**config.mk**
```make
export PLATFORM = sky130hd
export DESIGN_NAME = pipe_fetch
export DESIGN_NICKNAME = d
export VERILOG_FILES = /design/src/rtl/pipe_pkg.sv /design/src/rtl/pipe_fetch_npc.sv /design/src/rtl/pipe_fetch.sv
export SDC_FILE = /design/constraint.sdc
export NUM_CORES = 1
export LEC_CHECK = 0
export ABC_AREA = 1
export CORE_MARGIN = 2
export CORE_UTILIZATION = 46
export CTS_CLUSTER_DIAMETER = 150
export DETAILED_ROUTE_END_ITERATION = 8
export PLACE_DENSITY = 0.84
export REMOVE_ABC_BUFFERS = 1
export SYNTH_ARGS = -nofsm -noshare
export SYNTH_HDL_FRONTEND = slang
export SYNTH_SLANG_ARGS = --single-unit
```
**constraint.sdc**
```tcl
create_clock -name clock -period 2.2 [get_ports clock]
set_clock_uncertainty 0.1 [all_clocks]
set_input_delay 0.44 -clock clock [delete_from_list [all_inputs] [get_ports clock]]
set_output_delay 0.44 -clock clock [all_outputs]
set_load 0.02 [all_outputs]
```
**src/rtl/pipe_pkg.sv**
```systemverilog
// pipe_pkg: shared definitions for the pipelined MIPS front end.
// Holds the pcsource encodings, the nop instruction word and the
// fetch-stage state enumeration used by pipe_fetch.
package pipe_pkg;

  // pcsource encodings driven by the decode stage
  localparam logic [1:0] PCSRC_SEQ = 2'b00;
  localparam logic [1:0] PCSRC_BR  = 2'b01;
  localparam logic [1:0] PCSRC_JR  = 2'b10;
  localparam logic [1:0] PCSRC_J   = 2'b11;

  // sll $0,$0,0 -- the bubble placed into IF/ID
  localparam logic [31:0] NOP_INST = 32'h0000_0000;

  // FETCH: request outstanding; HOLD: word parked while decode stalls;
  // DRAIN: redirected mid-request, waiting to discard the old response
  typedef enum logic [1:0] {
    FETCH = 2'b00,
    HOLD  = 2'b01,
    DRAIN = 2'b10
  } fetch_state_e;

endpackage

```
**src/rtl/pipe_fetch_npc.sv**
```systemverilog
// pipe_fetch_npc: combinational next-PC selection.
// Ports:
//   pc        in  32  current fetch PC
//   pcsource  in  2   00 seq, 01 branch, 10 jr, 11 j/jal
//   bpc/da/jpc in 32  redirect targets
//   pc4       out 32  pc + 4 (wraps mod 2^32, low bits pass through)
//   npc       out 32  target selected by pcsource
module pipe_fetch_npc
  import pipe_pkg::*;
(
  input  logic [31:0] pc,
  input  logic [1:0]  pcsource,
  input  logic [31:0] bpc,
  input  logic [31:0] da,
  input  logic [31:0] jpc,
  output logic [31:0] pc4,
  output logic [31:0] npc
);

  assign pc4 = pc + 32'd4;

  // select the next PC by pcsource
  always_comb begin
    npc = pc4;
    case (pcsource)
      PCSRC_SEQ: npc = pc4;
      PCSRC_BR:  npc = bpc;
      PCSRC_JR:  npc = da;
      PCSRC_J:   npc = jpc;
      default:   npc = pc4;
    endcase
  end

endmodule

```
**src/rtl/pipe_fetch.sv**
```systemverilog
// pipe_fetch: instruction-fetch stage plus IF/ID pipeline register.
// Fetches from instruction memory over a req/ready handshake with wait
// states, obeys decode stall (wpcir) and redirects (pcsource). Taken
// transfers squash the sequential fetch; no delay slot, no prediction.
// Optional feature macro: PIPE_FETCH_PERF_EN adds three saturating
// counters (perf_fetched, perf_squashed, perf_wait).
// Ports:
//   clock, reset         clock and synchronous active-high reset
//   wpcir                1 = decode accepts, 0 = decode stalls
//   pcsource, bpc, da, jpc  redirect control and targets
//   imem_req/imem_addr   fetch request and address (addr == pc)
//   imem_rdata/imem_ready  memory response
//   pc                   current fetch PC
//   inst, dpc4, dvalid   IF/ID register contents
//   perf_*               performance counters (PIPE_FETCH_PERF_EN only)
module pipe_fetch
  import pipe_pkg::*;
#(
  parameter logic [31:0] RESET_PC = 32'h0000_0000
)
(
  input  logic        clock,
  input  logic        reset,
  input  logic        wpcir,
  input  logic [1:0]  pcsource,
  input  logic [31:0] bpc,
  input  logic [31:0] da,
  input  logic [31:0] jpc,
  output logic        imem_req,
  output logic [31:0] imem_addr,
  input  logic [31:0] imem_rdata,
  input  logic        imem_ready,
  output logic [31:0] pc,
  output logic [31:0] inst,
  output logic [31:0] dpc4,
`ifdef PIPE_FETCH_PERF_EN
  output logic [31:0] perf_fetched,
  output logic [31:0] perf_squashed,
  output logic [31:0] perf_wait,
`endif
  output logic        dvalid
);

  fetch_state_e state_r, state_nx_s;
  logic [31:0]  pc_r, pc_nx_s;
  logic [31:0]  inst_r, inst_nx_s;
  logic [31:0]  dpc4_r, dpc4_nx_s;
  logic         dvalid_r, dvalid_nx_s;
  logic [31:0]  hold_r, hold_nx_s;
  logic [31:0]  rd_target_r, rd_target_nx_s;
  logic         req_r, req_nx_s;
  logic [31:0]  pc4_s, npc_s;
  logic         redir_s, resp_s;
  logic         load_valid_s, load_squash_s;

  pipe_fetch_npc u_npc (
    .pc       (pc_r),
    .pcsource (pcsource),
    .bpc      (bpc),
    .da       (da),
    .jpc      (jpc),
    .pc4      (pc4_s),
    .npc      (npc_s)
  );

  assign redir_s = wpcir & (pcsource != PCSRC_SEQ);
  // a response only counts while a request is actually being presented
  assign resp_s  = req_r & imem_ready;

  // next-state, PC and IF/ID selection
  always_comb begin
    state_nx_s     = state_r;
    pc_nx_s        = pc_r;
    inst_nx_s      = inst_r;
    dpc4_nx_s      = dpc4_r;
    dvalid_nx_s    = dvalid_r;
    hold_nx_s      = hold_r;
    rd_target_nx_s = rd_target_r;
    load_valid_s   = 1'b0;
    load_squash_s  = 1'b0;
    case (state_r)
      FETCH: begin
        if (resp_s) begin
          if (redir_s) begin
            inst_nx_s     = NOP_INST;
            dvalid_nx_s   = 1'b0;
            pc_nx_s       = npc_s;
            load_squash_s = 1'b1;
          end else if (wpcir) begin
            inst_nx_s    = imem_rdata;
            dpc4_nx_s    = pc4_s;
            dvalid_nx_s  = 1'b1;
            pc_nx_s      = pc4_s;
            load_valid_s = 1'b1;
          end else begin
            hold_nx_s  = imem_rdata;
            state_nx_s = HOLD;
          end
        end else begin
          if (redir_s) begin
            inst_nx_s     = NOP_INST;
            dvalid_nx_s   = 1'b0;
            load_squash_s = 1'b1;
            // with a request in flight the address must stay put until the
            // old response arrives; otherwise the PC can move at once
            if (req_r) begin
              rd_target_nx_s = npc_s;
              state_nx_s     = DRAIN;
            end else begin
              pc_nx_s = npc_s;
            end
          end else if (wpcir) begin
            inst_nx_s   = NOP_INST;
            dvalid_nx_s = 1'b0;
          end else begin
            state_nx_s = FETCH;
          end
        end
      end
      HOLD: begin
        if (!wpcir) begin
          state_nx_s = HOLD;
        end else if (redir_s) begin
          inst_nx_s     = NOP_INST;
          dvalid_nx_s   = 1'b0;
          pc_nx_s       = npc_s;
          load_squash_s = 1'b1;
          state_nx_s    = FETCH;
        end else begin
          inst_nx_s    = hold_r;
          dpc4_nx_s    = pc4_s;
          dvalid_nx_s  = 1'b1;
          pc_nx_s      = pc4_s;
          load_valid_s = 1'b1;
          state_nx_s   = FETCH;
        end
      end
      DRAIN: begin
        if (redir_s) begin
          rd_target_nx_s = npc_s;
          load_squash_s  = 1'b1;
        end else begin
          rd_target_nx_s = rd_target_r;
        end
        if (wpcir) begin
          inst_nx_s   = NOP_INST;
          dvalid_nx_s = 1'b0;
        end else begin
          dvalid_nx_s = dvalid_r;
        end
        // the stale response is discarded; the latest target wins
        if (resp_s) begin
          pc_nx_s    = redir_s ? npc_s : rd_target_r;
          state_nx_s = FETCH;
        end else begin
          state_nx_s = DRAIN;
        end
      end
      default: begin
        state_nx_s = FETCH;
      end
    endcase
    req_nx_s = (state_nx_s != HOLD);
  end

  // state and datapath registers
  always_ff @(posedge clock) begin
    if (reset) begin
      state_r     <= FETCH;
      pc_r        <= RESET_PC;
      inst_r      <= NOP_INST;
      dpc4_r      <= 32'h0000_0000;
      dvalid_r    <= 1'b0;
      hold_r      <= 32'h0000_0000;
      rd_target_r <= 32'h0000_0000;
      req_r       <= 1'b0;
    end else begin
      state_r     <= state_nx_s;
      pc_r        <= pc_nx_s;
      inst_r      <= inst_nx_s;
      dpc4_r      <= dpc4_nx_s;
      dvalid_r    <= dvalid_nx_s;
      hold_r      <= hold_nx_s;
      rd_target_r <= rd_target_nx_s;
      req_r       <= req_nx_s;
    end
  end

  assign imem_req  = req_r;
  assign imem_addr = pc_r;
  assign pc        = pc_r;
  assign inst      = inst_r;
  assign dpc4      = dpc4_r;
  assign dvalid    = dvalid_r;

`ifdef PIPE_FETCH_PERF_EN
  logic [31:0] perf_fetched_r, perf_squashed_r, perf_wait_r;

  // saturating performance counters
  always_ff @(posedge clock) begin
    if (reset) begin
      perf_fetched_r  <= 32'h0000_0000;
      perf_squashed_r <= 32'h0000_0000;
      perf_wait_r     <= 32'h0000_0000;
    end else begin
      if (load_valid_s && (perf_fetched_r != 32'hFFFF_FFFF)) begin
        perf_fetched_r <= perf_fetched_r + 32'd1;
      end
      if (load_squash_s && (perf_squashed_r != 32'hFFFF_FFFF)) begin
        perf_squashed_r <= perf_squashed_r + 32'd1;
      end
      if (req_r && !imem_ready && (perf_wait_r != 32'hFFFF_FFFF)) begin
        perf_wait_r <= perf_wait_r + 32'd1;
      end
    end
  end

  assign perf_fetched  = perf_fetched_r;
  assign perf_squashed = perf_squashed_r;
  assign perf_wait     = perf_wait_r;
`else
  logic unused_perf_s;
  assign unused_perf_s = load_valid_s ^ load_squash_s;
`endif

endmodule

```
==> results.ini <==
[outcome]
status = finished clean

[sta]
setup_slack_ns = 0.0369
slew_violations = 0
rsz0062_at_grt = yes
hold_ws_ns = 0.347
clock.fmax_mhz = 462
period_needed_ns = 2.16
setup_viol = 0
hold_violations = 0
tightest_slew_ns = 0.423
fin_crit_sh_pct = 98.3
slew_headroom_pct = 71.8

[setup_path]
crit_slowest_cell = clkdlybuf4s50_1
crit_required_ns = 1.66
max_stage_delay_ns = 0.62
arrival_ns = 1.62
path_cells = buf_4 > clkdlybuf4s50_1
cp_max_fo = 4
worstSetupEndpointType = output port
critPathKind = reg -> out
critical_path.startpoint_type = flop

[final_layout]
layout_common_cells = nand2_1, clkdlybuf4s50_1, o21ai_0, a21oi_1, dfxtp_1
antenna_cells = 0
layout-drive-gt1-share_pct = 9.85
syn_to_final_growth_pct = 38.0
mostFrequentLayoutCell = nand2_1
nets = 2054

[routing]
drc = 0
viasPerCell = 5.46
routed_wl_mm = 35.7
ant_nets = 0
dr.pass1.iters = 6
detail_route.wl_per_cell_um = 16.2
dr_total_vias = 12054
drt_iter0_drc = 1023

[floorplanning]
coreArea_mm2 = 0.0218
die_area_mm2 = 0.0234
initial_core_util_pct = 46.7
fp.dieH_um = 153
num_rows = 54
die_x_um = 153
ios = 264

[min_path]
hold_path_class = reg -> reg

[global_routing]
grt_overflow = 0
grt_max_degree = 71
grt_pass1_vias = 11373
grt_pass1_wl_mm = 56.6
antenna_found_initial = 0
grt_usage_pct = 29.5

[clock_tree]
cts-htree-levels = 4
clock_latency_ns = 0.43
cts_buffer_depth = 2
clockRootBuffer = clkbuf_16
cts.clk_slew.worst_paths_ns = 0.07
cts_tree = done
cts_buffers = 17
clock-sinks = 164
holdBufCountCts = 0

[synthesis]
synth_edf_count = 0
syn_area_mm2 = 0.0102
synth-seq-cells = 164
syn_area_per_cell_um2 = 6.13
synth_seq_area_share_pct = 32.2
yosys_most_used_dff = dfxtp_1
async_flop_share_pct = 0
yosys_warnings = 0
synth_cell_types = 38
syn_inst = 1664

[place]
port_buffers = 263
place_hpwl_mm = 24.9
place_congestion = 0.934
post-place-ws_ns = -0.274

[pwr]
p_leak_nw = 6.21
peakVddDrop_mv = 0.552
power_density_mw_per_mm2 = 772

[run]
cap_violations = 0

==> Yosys cell counts (all sizes together) (2+ instances only) <==
| master | instances | area, um^2 |
|---|---|---|
| clkbuf | 47 | 178 |
| ha | 5 | 62.6 |
| o22ai | 2 | 12.5 |
| o21ai | 173 | 866 |
| nand3b | 3 | 22.5 |
| clkinv | 4 | 15.0 |
| a21oi | 166 | 846 |
| nand2 | 560 | 2170 |
| dfxtp | 164 | 3280 |
| nor2 | 156 | 673 |
| a31oi | 4 | 25.0 |
| nand3 | 83 | 415 |
| o211ai | 31 | 268 |
| or2 | 3 | 18.8 |
| xnor2 | 2 | 17.5 |
| xor2 | 13 | 159 |
| buf | 80 | 514 |
| inv | 162 | 608 |
==> critical path: cells and delay by family, from the launching register on <==
family                 cells  cell delay, ns
DFF                        1            0.39
buffers and inverters      2            0.80
==> kinds of logic (layout without fill, tap and decap cells) <==
kind of cell / count (synthesis) / count (layout) / share of synthesized area [%]
xor gates and xnor gates: 15 / 15 / 1.73
AOI/OAI and AO/OA: 380 / 380 / 20.1
and+or+nand+nor: 807 / 807 / 32.5
buffers and inverters: 293 / 557 / 12.9
adders and majority gates: 5 / 5 / 0.613
DFF: 164 / 164 / 32.2
==> registers in the layout, indices dropped and copies added (netlist names) <==
register,cells
dpc4,32
dvalid,1
hold_r,32
imem_addr,32
imem_req,1
inst,32
rd_target_r,32
state_r,2
==> path summary, 6_finish.rpt <==
path	slack, ns	depth (start not counted)	to	startpoint
worst max register to register	0.14	13	imem_addr[20]$_SDFFE_PP0P_	imem_addr[2]$_SDFFE_PP0P_
worst min register to register	0.35	2	hold_r[6]$_SDFFE_PP0P_	hold_r[6]$_SDFFE_PP0P_
worst min-delay path	0.35	2	hold_r[6]$_SDFFE_PP0P_	hold_r[6]$_SDFFE_PP0P_
worst max-delay path	0.04	2	imem_addr[6]	imem_addr[6]$_SDFFE_PP0P_
==> metal layers <==
layer,wire (um),track usage (%)
met1,13800,36.9
met2,16600,48.6
met3,3440,4.76
met4,1790,16.6
met5,0,0
==> power breakdown <==
group	switching [mW]	total (mW)	internal, mW
Sequential	0.310	3.62	3.31
Clock	1.42	3.05	1.62
Combinational	2.41	4.20	1.78
==> final cells by class <==
type / instances / area (um^2)
Fill cell: 1912 / 7750
Multi-Input combinational cell: 1207 / 5640
Timing Repair Buffer: 359 / 3580
Sequential cell: 164 / 3290
Inverter: 166 / 626
Clock buffer: 18 / 429
Tap cell: 280 / 350
Clock inverter: 14 / 160
==> per-stage QoR <==
stage          TNS (ns)  util (%)  total power, mW  cells  cell area, um^2
3_5_place_dp     -14.58      61.3             7.70   2173            13400
2_1_floorplan    -88.31         -             5.68   1537             9510
6_report              0      64.5             10.9   2208            14100
5_1_grt         -0.0806      64.5             11.4   2208            14100
3_3_place_gp     -10.63      61.3             7.62   2173            13400
4_1_cts               0      64.1             10.7   2205            14000
==> repair_timing <==
item	in CTS	in global routing
pin swaps	0	5
endpoints found under the setup margin	6	59
hold endpoints to repair	0	0
gates cloned	0	1
buffers inserted	0	2
gates resized for setup	3	16
No activity file was read; power rests on OpenSTA's default activity.
==> RTL change (same flow settings) <==
Build with the macro `PIPE_FETCH_PERF_EN` defined.
--- a/src/rtl/pipe_fetch.sv
+++ b/src/rtl/pipe_fetch.sv
@@ -13,6 +13,8 @@
 //   pc                   current fetch PC
 //   inst, dpc4, dvalid   IF/ID register contents
 //   perf_*               performance counters (PIPE_FETCH_PERF_EN only)
+`define PIPE_FETCH_PERF_EN
+
 module pipe_fetch
   import pipe_pkg::*;
 #(
New outputs: perf_fetched, perf_squashed and perf_wait. Function: not settled (the Yosys comparison gave no result); the edit may change what the design does.
==> RTL change against the unedited design <==
  * Register-to-register slack got worse by 70 ps
  * Critical endpoint is now perf_wait[11]
  * Clock power rose by 79%
  * Wire length rose by 61%
  * Sequential cell count rose by 96
  * First-iteration DRC count rose by 92%
  * Sequential power rose by 41%
  * Worst setup slack barely moved
  * Power rose by 25%
  * Synthesized area rose by 54%
  * Design area rose by 54%
  * Highest routed layer unchanged
==> RTL change: results (changes against the unedited design) <==
• **outcome** completed
• **termination of the worst setup path** perf_wait[11]
• **initial antenna violation count** 3, +3
• **kind of start point of the critical path** flop
• **fraction of layout cells with a size suffix above 1** 9.33%, -0.52 points
• **setup slack after placement** -405 ps, -131 ps
• **capturing point of the worst reg2reg path** imem_addr[9]$_SDFFE_PP0P_
• **global-route total usage across every layer** 30.7%, +1.2 points
• **Compound-Gate Fraction of Synth Area** 16.7%, -3.4 points
• **parity-gate share of the synthesized area counting xor and xnor cells** 4.29%, +2.6 points
• **Avg WL per Cell** 16.9 um, +4.7%
• **top area cells in the synthesized netlist** dfxtp_1, nand2_1, a21oi_1
• **RePlAce Congestion** 0.947, +1.4%
• **smallest hold slack** 118 ps, -228 ps
• **CP arrival** 1620 ps, about the same
• **filler cell count in the final layout** 3039, +59%
• **final worst-path cycle share** 98.3%, about the same
• **Layout Nets** 3064, +49%
• **Port-buffer cells** 359, +37%
• **synthesized-area fraction occupied by adder cells** 0.636%, +0.023 points
• **worst supply voltage drop on vdd** 0.593 mV, +7.3%
• **post-synthesis cell type count** 42, +11%
• **insertion delay of the later-clocked pin in the worst-skew pair** 590 ps, +160 ps
• **iteration-0 DRC count of the detailed router** 1969, +92%
• **number of gates given a new drive strength after cts** 122, +119
• **reg2reg setup slack** 70 ps, -70 ps
• **TritonCTS Buffers** 30, +13
• **Worst Hold End** perf_fetched[20]$_SDFFE_PP0P_
• **cells on worst reg2reg path** 12, -1
• **most numerous cell types in the synthesized netlist** nand2_1, nor2_1, dfxtp_1, a21oi_1, inv_1
• **length of the first detailed-routing pass in iterations** 7, +1
• **min-delay src** reset
• **pin slew with the least headroom to its limit** 464 ps, +41.4 ps
• **dominant synthesized flop cell** dfxtp_1
• **global-route wire length before repair** 90100 um, +59%
• **Max clock buf depth** 3, +1
• **worst setup path startpoint** perf_wait[11]$_SDFFE_PP0P_
• **maximum number of pins on one net before global-route repair** 75, +5.6%
• **vias in the first global route** 17941, +58%
• **count of yosys warnings during synthesis** 0, unchanged
• **hold path cells** 2, unchanged
-- RTL change: cell count changes in the layout (fill, tap and decap cells not counted), moves of 48 or more --
cell | before | now
dlygate4sd2_1 | 0 | 117
inv_1 | 154 | 205
nand2_1 | 547 | 818
xor2_1 | 6 | 54
nor2_1 | 144 | 252
dfxtp_1 | 160 | 257
a21oi_1 | 161 | 233
-- RTL change: layer usage --
metal	GRT usage, %	vias up	wire (um)
met2	51.6	1021	26700
met1	38.5	8725	22900
met3	4.52	220	5160
met4	15.3	0	2700
li1	-	8925	-
met5	0	-	0
-- RTL change: stage by stage --
step | std cells | cell area [um2] | TNS (ps)
after floorplan | 2382 | 14900 | -235380
after global placement | 3331 | 20400 | -32980
after detailed placement | 3331 | 20400 | -44460
after CTS | 3387 | 21400 | 0
after global routing | 3397 | 21700 | -160
final | 3398 | 21700 | 0
-- RTL change: cell families (layout without fill, tap and decap cells) --
logic type,after synthesis,after routing
buf+inv,377,784
fa+ha+maj,8,8
flops,260,260
xor+xnor,77,77
other cells,0,4
compound gates,487,487
simple gates,1330,1330
-- RTL change: worst max-delay path, stage by stage (launching register included) --
cell	delay, ps
dfxtp_1	330
buf_4	130
clkdlybuf4s50_1	600
-- RTL change: power breakdown --
| group | leakage (nW) | switching, mW | total, mW | internal [mW] |
|---|---|---|---|---|
| Sequential | 2.11 | 0.197 | 5.11 | 4.92 |
| Combinational | 7.15 | 1.80 | 2.99 | 1.19 |
| Clock | 0.536 | 2.19 | 5.47 | 3.28 |
| Total | 9.79 | 4.18 | 13.6 | 9.39 |
-- RTL change: area by class of cell --
type	instances	share of cell area [%]
clock inverter	16	1.02
timing repair buffer	508	22.8
sequential	260	24.0
tap	448	2.58
clock buffer	40	4.05
multi-input combinational	1902	41.7
inverter	220	3.82
antenna	4	0.0461
